$ cat src/rtl/reqrsp_xbar_rsp_tracker.sv
// Per-bank response routing tracker: remembers which requester issued each accepted
// request that expects a response, and steers bank responses back to it in order.
module reqrsp_xbar_rsp_tracker #(
    parameter int unsigned NumInp         = 4,
    parameter int unsigned NumOut         = 4,
    parameter int unsigned MaxOutstanding = 4
) (
    input  logic                                              clk_i,
    input  logic                                              rst_ni,
    input  logic                                              clr_i,
    input  logic [NumOut-1:0]                                 xbar_req_valid_i,
    output logic [NumOut-1:0]                                 xbar_req_ready_o,
    input  logic [NumOut-1:0][$clog2(NumInp)-1:0]             xbar_req_src_i,
    input  logic [NumOut-1:0]                                 xbar_req_rsp_exp_i,
    output logic [NumOut-1:0]                                 bank_req_valid_o,
    input  logic [NumOut-1:0]                                 bank_req_ready_i,
    input  logic [NumOut-1:0]                                 bank_rsp_valid_i,
    output logic [NumOut-1:0]                                 bank_rsp_ready_o,
    output logic [NumOut-1:0]                                 xbar_rsp_valid_o,
    input  logic [NumOut-1:0]                                 xbar_rsp_ready_i,
    output logic [NumOut-1:0][$clog2(NumInp)-1:0]             xbar_rsp_sel_o,
    output logic [NumOut-1:0][$clog2(MaxOutstanding+1)-1:0]   outstanding_o,
    output logic                                              idle_o,
    output logic [NumOut-1:0]                                 err_o
);

    localparam int unsigned SelW = $clog2(NumInp);
    localparam int unsigned CntW = $clog2(MaxOutstanding + 1);
    localparam int unsigned PtrW = $clog2(MaxOutstanding);

    typedef logic [SelW-1:0] mst_sel_t;
    typedef logic [CntW-1:0] cnt_t;
    typedef logic [PtrW-1:0] ptr_t;

    localparam cnt_t CntMax = cnt_t'(MaxOutstanding);

    logic [NumOut-1:0] bank_idle;

    assign idle_o = &bank_idle;

    for (genvar o = 0; o < NumOut; o++) begin : g_bank
        mst_sel_t mem [MaxOutstanding];
        ptr_t     wr_ptr;
        ptr_t     rd_ptr;
        cnt_t     cnt;
        logic     full;
        logic     empty;
        logic     push;
        logic     pop;
        logic     err;

        assign full  = (cnt == CntMax);
        assign empty = (cnt == '0);

        // Request side only looks at full, so response traffic never reaches request ready.
        assign bank_req_valid_o[o] = xbar_req_valid_i[o] & ~full;
        assign xbar_req_ready_o[o] = bank_req_ready_i[o] & ~full;
        assign push = xbar_req_valid_i[o] & bank_req_ready_i[o] & ~full & xbar_req_rsp_exp_i[o];

        assign xbar_rsp_valid_o[o] = bank_rsp_valid_i[o] & ~empty;
        assign bank_rsp_ready_o[o] = xbar_rsp_ready_i[o] & ~empty;
        assign pop = bank_rsp_valid_i[o] & xbar_rsp_ready_i[o] & ~empty;

        assign xbar_rsp_sel_o[o] = empty ? mst_sel_t'('0) : mem[rd_ptr];
        assign outstanding_o[o]  = cnt;
        assign err_o[o]          = err;
        assign bank_idle[o]      = empty;

        always_ff @(posedge clk_i or negedge rst_ni) begin
            if (!rst_ni) begin
                wr_ptr <= '0;
                rd_ptr <= '0;
                for (int i = 0; i < int'(MaxOutstanding); i++) begin
                    mem[i] <= '0;
                end
            end else begin
                if (push) begin
                    mem[wr_ptr] <= xbar_req_src_i[o];
                    wr_ptr      <= wr_ptr + 1'b1;
                end
                if (pop) begin
                    rd_ptr <= rd_ptr + 1'b1;
                end
            end
        end

        always_ff @(posedge clk_i or negedge rst_ni) begin
            if (!rst_ni) begin
                cnt <= '0;
            end else begin
                case ({push, pop})
                    2'b10:   cnt <= cnt + 1'b1;
                    2'b01:   cnt <= cnt - 1'b1;
                    default: cnt <= cnt;
                endcase
            end
        end

        // A new unmatched response takes priority over a clear in the same cycle.
        always_ff @(posedge clk_i or negedge rst_ni) begin
            if (!rst_ni) begin
                err <= 1'b0;
            end else if (bank_rsp_valid_i[o] & empty) begin
                err <= 1'b1;
            end else if (clr_i) begin
                err <= 1'b0;
            end
        end
    end

endmodule

$ cat config.mk
export PLATFORM = sky130hd
export DESIGN_NAME = reqrsp_xbar_rsp_tracker
export DESIGN_NICKNAME = d
export VERILOG_FILES = /design/src/rtl/reqrsp_xbar_rsp_tracker.sv
export SDC_FILE = /design/constraint.sdc
export NUM_CORES = 1
export LEC_CHECK = 0
export BUFFER_PORTS_ARGS = -buffer_cell sky130_fd_sc_hd__buf_2
export CORE_MARGIN = 10
export CORE_UTILIZATION = 50
export DETAILED_ROUTE_END_ITERATION = 7
export PLACE_DENSITY_LB_ADDON = 0.3
export SLEW_MARGIN = 0
export SYNTH_ARGS = -nofsm -noshare
export SYNTH_HDL_FRONTEND = slang
export SYNTH_SLANG_ARGS = --single-unit
$ cat constraint.sdc
create_clock -name clk_i -period 3.6 [get_ports clk_i]
set_input_delay 0.36 -clock clk_i [delete_from_list [all_inputs] [get_ports clk_i]]
set_output_delay 0.36 -clock clk_i [all_outputs]
set_load 0.01 [all_outputs]
==> results.yml, run 1 <==
status:
  outcome: "complete, no violations"
power_and_ir_drop:
  leakagePower_uw: 0.001981
  pwr_density_cell_mw_per_mm2: 850.3
  peakVddDrop_mv: 0.3830
  p_total_uw: 3498
routing:
  wl_per_cell_um: 15.48
  drt_wl_total_mm: 6.937
  drt-pass1-iter-count: 4
  antenna_left: 0
  viasPerCell: 5.092
  drc: 0
  drt-initial-drc-count: 19
  route.vias.total: 2281
layout:
  synthToLayoutAreaGrowth_pct: 18.83
  fin_util_pct: 60.89
  num-nets-final: 418
  diodes: 0
  final_cells: 448
  drive_above_1_share_pct: 37.77
  final_area_mm2: 0.004114
sta:
  hold_violations: 0
  setup_violations: 0
  skew_ns: 0.009081
  rsz0062_at_grt: "false"
  max_slew_margin_pct: 37.54
  drv_slew: 0
  max_freq_mhz: 453.1
  finalCritPeriodShare_pct: 61.31
  finalSetupTns_ns: 0
  min_period_ns: 2.207
  tightest_slew_ns: 0.9369
synthesis:
  synth_nets: 339
  synth_flop_cell: "dfrtp_1"
  syn-cell-area_mm2: 0.003462
  synth.largest_area_cell: "dfrtp_1"
  synth_area_per_cell_um2: 12.19
  netlist.area_leader.share_pct: 46.26
  ys_types: 27
  synthArstFlopShare_pct: 100.0
  synth-edff-count: 0
  yosysWarnings: 0
  synthCells: 284
  synthTopCellsByArea: "dfrtp_1 (46%), mux2_2 (12%), ha_1 (7.2%), mux4_2 (5.2%), xor2_1 (3.5%)"
  synth_seq_area_share_pct: 46.26
  synth-seq-cells: 64
global_routing:
  antenna_found_initial: 0
  grt_pass1_wl_mm: 11.61
  grt.total_usage_pct: 13.96
  overflow: 0
  grt_start_max_net_pins: 44
  grt_pass1_vias: 2440
worst_setup_path:
  startpoint: "g_bank[0].cnt[0]$_DFFE_PN0P_"
  r2r_cells: 9
  endpoint: "g_bank[0].cnt[2]$_DFFE_PN0P_"
  criticalPathCategory: "flop to flop"
  end_kind: "flop"
  r2r_slack_ns: 1.39
  start_kind: "flop"
  crit_fanout: 7
  regToRegStartpoint: "g_bank[0].cnt[0]$_DFFE_PN0P_"
  arrival_ns: 2.45
  r2r-end: "g_bank[0].cnt[2]$_DFFE_PN0P_"
  cp.required_ns: 3.84
cts:
  cts_max_level: 3
  clockBufferDepth: 2
  hold_buffers: 0
  cts_sinks: 64
  path_clk_slew_ns: 0.07
  cts_resized: 0
  cts_tree: "yes"
  insertion_delay_ns: 0.33
  cts_made_buffers: 9
  post_cts.repair.setup_buffers: 0
  ctsRootBufferMaster: "clkbuf_8"
floorplan:
  rows: 30
  die_h_um: 103.2
  io_pins: 72
  core_mm2: 0.006756
  start_util_pct: 51.24
  die-area_mm2: 0.01065
  die_width_um: 103.2
place:
  place_inst: 432
  gp_routability_congestion: 0.8083
  portBuffers: 71
  dp_hpwl_mm: 5.484
  placed_area_mm2: 0.003900
min_path:
  hp-class: "primary input to async pin"
job:
  cap_violations: 0
[worst min-delay path by stage]
stage                                        end  slack, ns
finish              g_bank[2].cnt[0]$_DFFE_PN0P_       0.18
floorplan           g_bank[0].cnt[0]$_DFFE_PN0P_       0.06
CTS                 g_bank[2].cnt[0]$_DFFE_PN0P_       0.21
global route        g_bank[2].cnt[2]$_DFFE_PN0P_       0.25
global placement    g_bank[3].mem[2]$_DFFE_PN0P_       0.48
detailed placement  g_bank[1].mem[6]$_DFFE_PN0P_       0.49
[sequential cells by signal (all words and copies together) (netlist names)]
name / count
g_bank.mem: 32
g_bank.cnt: 12
g_bank.wr_ptr: 8
g_bank.err: 4
g_bank.rd_ptr: 8
[layout by cell type, fill, tap and decap left out, drive strengths merged, types with 10 or more instances in the layout]
| cell type | netlist | final |
|---|---|---|
| dfrtp | 64 | 64 |
| xnor2 | 10 | 10 |
| xor2 | 14 | 14 |
| mux2 | 36 | 36 |
| nor3b | 16 | 16 |
| buf | 5 | 74 |
| ha | 20 | 20 |
| nand2 | 17 | 17 |
| nor3 | 11 | 11 |
| clkbuf | 1 | 13 |
| inv | 30 | 30 |
[area by class of cell]
class	instances	area, µm²
Tap cell	80	100.1
Inverter	30	112.6
Multi-Input combinational cell	184	1708
Sequential cell	64	1602
Clock inverter	3	65.06
Clock buffer	13	148.9
Timing Repair Buffer	74	377.9
Fill cell	558	2643
[worst max-delay path, stage by stage, from the launching register on]
cell and delay, ns:
dfrtp_1 0.43, nor3b_2 0.41, nor2_1 0.16, inv_1 0.09, ha_1 0.17, inv_1 0.06, fa_1 0.37, xor2_1 0.15
nor2_1 0.11, xor2_1 0.17
[cells by family after synthesis]
logic type | Yosys count | share of synthesized area [%]
AOI/OAI and AO/OA | 6 | 0.9396
xor gates and xnor gates | 24 | 6.072
and+or+nand+nor | 84 | 15.29
muxes | 46 | 17.49
DFF | 64 | 46.26
buffers and inverters | 36 | 4.409
adders and majority gates | 24 | 9.541
[stage by stage]
step | hold slack (ns) | setup WS, ns
4_1_cts | 0.2141 | 1.367
3_5_place_dp | 0.4922 | 1.411
2_1_floorplan | 0.06441 | 1.563
5_1_grt | 0.2550 | 1.233
6_report | 0.1773 | 1.393
3_3_place_gp | 0.4848 | 1.497
[cells in the mapped netlist (2+ instances only)]
| library cell | number |
|---|---|
| inv_1 | 30 |
| nor3_1 | 11 |
| o21ai_0 | 4 |
| fa_1 | 4 |
| nand4_1 | 2 |
| xor2_1 | 14 |
| buf_4 | 4 |
| xnor2_1 | 10 |
| nor3b_4 | 2 |
| and3_4 | 2 |
| dfrtp_1 | 64 |
| and2_1 | 8 |
| and2b_1 | 8 |
| nand3_1 | 2 |
| nand2_1 | 17 |
| o22ai_1 | 2 |
| or3_1 | 2 |
| nor2b_1 | 8 |
| nor2_1 | 8 |
| mux4_2 | 8 |
| nor3b_2 | 4 |
| mux2i_1 | 2 |
| mux2_2 | 36 |
| ha_1 | 20 |
| nor3b_1 | 10 |
[metal layers]
metal | GRT usage [%] | wire [µm] | vias to the layer above
met3 | 4.718 | 451 | 8
met4 | 4.920 | 86 | 0
li1 | - | - | 1112
met5 | 0 | 0 | -
met2 | 23.31 | 3501 | 44
met1 | 16.41 | 2898 | 1117
[power breakdown]
part	total, µW	switching (µW)	internal [µW]
registers	1390	309	1080
logic	1440	650	791
clock network	671	262	409
Note: power is estimated with default switching activity, not from simulation.
==> inputs of run 2 (changes only) <==
- clock period: 3.6 -> 2.27 ns (I/O delays scaled with it)
==> run 2 against run 1 <==
Critical path depth unchanged. Fmax up 4.0%. Cell area up 0.88%. Non-clock buffer count up 5. Sequential share of layout area down 0.34 points. Sequential cell count unchanged. Clock-buffer cell count unchanged. Sequential power up 58%. Cell count up 0.89%. Combinational power up 62%. Clock power up 37%. Largest power group unchanged.
==> results.yml, run 2 (synthesis gave the netlist of run 1 again) <==
job:
  cap_violations: 0
routing:
  antenna_left: 0
  drt_wl_total_mm: 6.892
  route.vias.total: 2298
  drt-pass1-iter-count: 4
  drt-initial-drc-count: 39
  drc: 0
  viasPerCell: 5.084
  wl_per_cell_um: 15.25
layout:
  reg_top3: "g_bank.mem: 32 flops, g_bank.cnt: 12 flops"
  diodes: 0
  num-nets-final: 423
  nFillCells: 554
  layout_common_cells: "buf_2 (71), dfrtp_1 (64), mux2_2 (36)"
  largest-register: "g_bank.mem"
  largest_register_ffs: 32
  drive_above_1_share_pct: 38.98
  fin_util_pct: 61.43
  synthToLayoutAreaGrowth_pct: 19.88
  register_area_mm2: 0.001602
  multi_input_area_mm2: 0.001714
  final_common_cell: "buf_2"
place:
  dp_hpwl_mm: 5.538
  portBuffers: 71
  gp_routability_congestion: 0.8018
sta:
  min_period_ns: 2.123
  drv_slew: 0
  max_slew_margin_pct: 55.48
  worst_hold_slack_ns: 0.1405
  max_freq_mhz: 471.0
  finalCritPeriodShare_pct: 93.53
  rsz0062_at_grt: "true"
  hold_violations: 0
  setup_violations: 0
  skew_ns: 0.009450
  tightest_slew_ns: 0.6678
cts:
  insertion_delay_ns: 0.33
  path_clk_slew_ns: 0.07
  ctsRootBufferMaster: "clkbuf_8"
  cts_tree: "yes"
  clockBufferDepth: 2
  cts_max_level: 3
  cts_sinks: 64
  cts_made_buffers: 9
worst_setup_path:
  end_kind: "flop"
  cp.required_ns: 2.52
  arrival_ns: 2.38
  start_kind: "flop"
  crit_fanout: 7
  criticalPathCategory: "flop to flop"
floorplan:
  die-area_mm2: 0.01065
  rows: 30
  die_width_um: 103.2
  io_pins: 72
  start_util_pct: 51.24
  die_h_um: 103.2
  core_mm2: 0.006756
status:
  outcome: "complete, no violations"
global_routing:
  grt_start_max_net_pins: 38
  antenna_found_initial: 0
  overflow: 0
  grt_pass1_wl_mm: 11.37
  grt.total_usage_pct: 13.75
  grt_pass1_vias: 2491
power_and_ir_drop:
  p_total_uw: 5467
  pwr_density_cell_mw_per_mm2: 1317
  peakVddDrop_mv: 0.6315
  leakagePower_uw: 0.002001
min_path:
  hp-class: "primary input to flop"
run 2: cell types whose count changed in the layout (fill, tap and decap cells not counted), sizes merged:
cell and change:
dlygate4sd3 +1, buf +4, bufinv -2, clkinvlp +1
run 2: area by class of cell:
cell class	count	share of cell area [%]
inverter	30	2.713
clock inverter	2	0.3015
multi-input combinational	184	41.30
tap	80	2.412
clock buffer	13	4.311
sequential	64	38.59
timing repair buffer	79	10.37
run 2: final timing paths:
| check | from | end | slack [ns] | cells after the start |
|---|---|---|---|---|
| worst min-delay path | bank_rsp_valid_i[2] | g_bank[2].err$_DFFE_PN0P_ | 0.14 | 3 |
| worst max-delay path | g_bank[1].cnt[1]$_DFFE_PN0P_ | g_bank[1].cnt[2]$_DFFE_PN0P_ | 0.15 | 9 |
| max in group asynchronous | rst_ni | g_bank[0].mem[6]$_DFFE_PN0P_ | 1.18 | 3 |
| min in group asynchronous | rst_ni | g_bank[2].wr_ptr[0]$_DFFE_PN0P_ | 0.46 | 2 |
| worst min register to register | g_bank[0].mem[2]$_DFFE_PN0P_ | g_bank[0].mem[2]$_DFFE_PN0P_ | 0.50 | 1 |
| worst max register to register | g_bank[1].cnt[1]$_DFFE_PN0P_ | g_bank[1].cnt[2]$_DFFE_PN0P_ | 0.15 | 9 |
run 2: through the flow:
step / setup WS (ns) / cell area (µm²) / TNS, ns / cells
after CTS: 0.07613 / 4136 / 0 / 451
after floorplan: 0.2335 / 3462 / 0 / 284
after global routing: -0.03335 / 4150 / -0.03335 / 452
after global placement: 0.1871 / 3935 / 0 / 435
after detailed placement: 0.09714 / 3935 / 0 / 435
final: 0.1468 / 4150 / 0 / 452
run 2: power breakdown:
part / switching (µW) / internal (µW)
sequential: 496 / 1710
combinational: 1040 / 1310
clock: 411 / 508
run 2: routing by layer:
metal	vias up	share of wire (%)	global-route usage [%]
met3	9	6.0	3.987
met5	-	0	0
li1	1116	-	-
met4	0	1.5	6.631
met2	44	50	23.35
met1	1129	42	15.53
run 2: repair_timing:
| action | CTS | global route |
|---|---|---|
| endpoints found under the hold margin | 27 | 0 |
| gates resized for setup | 0 | 1 |
| hold buffers | 1 | 0 |
| endpoints found under the setup margin | 0 | 3 |
| setup buffers | 0 | 1 |
run 2: critical path, cell delays in order (launching register included):
cell and delay (ns):
dfrtp_1 0.44, nor3b_4 0.35, nor2_1 0.15, inv_1 0.08, ha_1 0.17, inv_1 0.06, fa_1 0.38, xor2_1 0.15
nor2_1 0.12, xor2_1 0.15
==> inputs of run 3 (changes only) <==
- CORE_UTILIZATION: 50 -> 55
==> run 3 against run 2 <==
Via count increased by 1.2%. Critical path type unchanged. Total power increased by 1.2%. Die area decreased by 7.4%. Clock skew decreased by 0.0037 ns. Sequential share of layout area increased by 0.065 points. Routed wire length decreased by 0.83%. Fmax decreased by 1.0%. Clock-buffer cell count unchanged.
==> results.yml, run 3 (synthesis gave the netlist of run 1 again) <==
worst_setup_path:
  end_kind: "flop"
  r2r-end: "g_bank[0].cnt[2]$_DFFE_PN0P_"
  arrival_ns: 2.40
  r2r_cells: 9
  start_kind: "flop"
  r2r_slack_ns: 0.12
  criticalPathCategory: "flop to flop"
  crit_fanout: 7
  regToRegStartpoint: "g_bank[0].cnt[0]$_DFFE_PN0P_"
  cp.required_ns: 2.53
sta:
  max_freq_mhz: 466.1
  skew_ns: 0.005745
  rsz0062_at_grt: "true"
  drv_slew: 0
  max_slew_margin_pct: 69.95
  hold_violations: 0
  finalCritPeriodShare_pct: 94.51
  setup_violations: 0
  tightest_slew_ns: 0.4507
  final.setup.worst_slack_ns: 0.1247
  min_period_ns: 2.145
place:
  dp_hpwl_mm: 5.413
  portBuffers: 71
  gp_routability_congestion: 0.7864
  dp_slack_ns: 0.04579
  placed_area_mm2: 0.003916
layout:
  nFillCells: 484
  reg_top3: "g_bank.mem: 32 flops, g_bank.cnt: 12 flops"
  num-nets-final: 423
  largest_register_ffs: 32
  fin_util_pct: 68.81
  layout_common_cells: "buf_2 (71), dfrtp_1 (63), mux2_2 (36)"
  largest-register: "g_bank.mem"
  diodes: 0
  drive_above_1_share_pct: 38.87
  synthToLayoutAreaGrowth_pct: 19.77
  final_area_mm2: 0.004146
  final_common_cell: "buf_2"
cts:
  path_clk_slew_ns: 0.07
  insertion_delay_ns: 0.33
  cts_max_level: 3
  ctsRootBufferMaster: "clkbuf_8"
  clockBufferDepth: 2
  cts_made_buffers: 9
  cts_sinks: 64
  cts_tree: "yes"
routing:
  drt-initial-drc-count: 32
  route.vias.total: 2325
  viasPerCell: 5.190
  drt-pass1-iter-count: 4
  wl_per_cell_um: 15.26
  drt_wl_total_mm: 6.835
  drc: 0
  antenna_left: 0
power_and_ir_drop:
  leakagePower_uw: 0.002004
  peakVddDrop_mv: 0.7724
  pwr_density_cell_mw_per_mm2: 1335
floorplan:
  die-area_mm2: 0.009868
  die_width_um: 99.34
  io_pins: 72
  start_util_pct: 57.45
  core_mm2: 0.006026
  rows: 28
  die_h_um: 99.34
min_path:
  hold_end: "g_bank[2].err$_DFFE_PN0P_"
  hp-class: "primary input to flop"
  hold_depth: 3
  hold_start: "bank_rsp_valid_i[2]"
job:
  cap_violations: 0
global_routing:
  grt.total_usage_pct: 14.47
  grt_pass1_vias: 2504
  antenna_found_initial: 0
  overflow: 0
  grt_pass1_wl_mm: 11.56
  grt_start_max_net_pins: 36
status:
  outcome: "complete, no violations"
[run 3: cell count changes in the layout (fill, tap and decap cells not counted), sizes merged]
cell	delta
clkinv	+1
bufinv	+1
clkinvlp	-1
[run 3: cell type report]
| cell class | count | area [µm²] | area share (%) |
|---|---|---|---|
| timing repair buffer | 79 | 417.9 | 10.08 |
| inverter | 30 | 112.6 | 2.716 |
| clock inverter | 3 | 40.04 | 0.9656 |
| clock buffer | 13 | 158.9 | 3.832 |
| tap | 75 | 93.84 | 2.263 |
| sequential | 64 | 1603 | 38.65 |
| multi-input combinational | 184 | 1720 | 41.49 |
[run 3: power breakdown]
part           switching [µW]  internal (µW)
clock network             410            564
registers                 498           1710
logic                    1050           1300
total                    1960           3580
[run 3: through the flow]
step / instances / TNS [ns] / hold WS (ns) / total power (µW)
4_1_cts: 447 / 0 / 0.1257 / 5581
3_5_place_dp: 430 / 0 / 0.2782 / 4572
3_3_place_gp: 430 / 0 / 0.2766 / 4474
6_report: 448 / 0 / 0.1352 / 5534
5_1_grt: 448 / -0.06773 / 0.1482 / 6019
2_1_floorplan: 284 / 0 / -0.06859 / 3784
[run 3: critical path, stage by stage (launching register included)]
cell,delay (ns)
dfrtp_1,0.45
nor3b_4,0.36
nor2_1,0.15
inv_1,0.09
ha_1,0.17
inv_1,0.06
fa_1,0.37
xor2_1,0.15
nor2_1,0.12
xor2_1,0.15
[run 3: how the worst max path moves through the flow]
stage,start,slack [ns],endpoint
2_1_floorplan,g_bank[0].cnt[0]$_DFFE_PN0P_,0.23,g_bank[0].cnt[2]$_DFFE_PN0P_
3_3_place_gp,g_bank[1].cnt[1]$_DFFE_PN0P_,0.19,g_bank[1].cnt[2]$_DFFE_PN0P_
3_5_place_dp,g_bank[0].cnt[0]$_DFFE_PN0P_,0.05,g_bank[0].cnt[2]$_DFFE_PN0P_
4_1_cts,g_bank[0].cnt[0]$_DFFE_PN0P_,0.03,g_bank[0].cnt[2]$_DFFE_PN0P_
5_1_grt,g_bank[2].cnt[0]$_DFFE_PN0P_,-0.07,g_bank[2].cnt[2]$_DFFE_PN0P_
6_report,g_bank[0].cnt[0]$_DFFE_PN0P_,0.12,g_bank[0].cnt[2]$_DFFE_PN0P_
[run 3: what timing repair did]
item,4_1_cts,5_1_grt
setup buffers,0,1
gates resized for setup,0,3
hold endpoints to repair,64,0
setup endpoints to repair,0,4
hold buffers,1,0
[run 3: layer usage]
layer / vias to the layer above / GRT usage (%) / wire length (µm)
met5: - / 0 / 0
met4: 0 / 7.277 / 128
met3: 11 / 4.221 / 395
met2: 57 / 23.90 / 3369
met1: 1132 / 16.74 / 2942
li1: 1125 / - / -
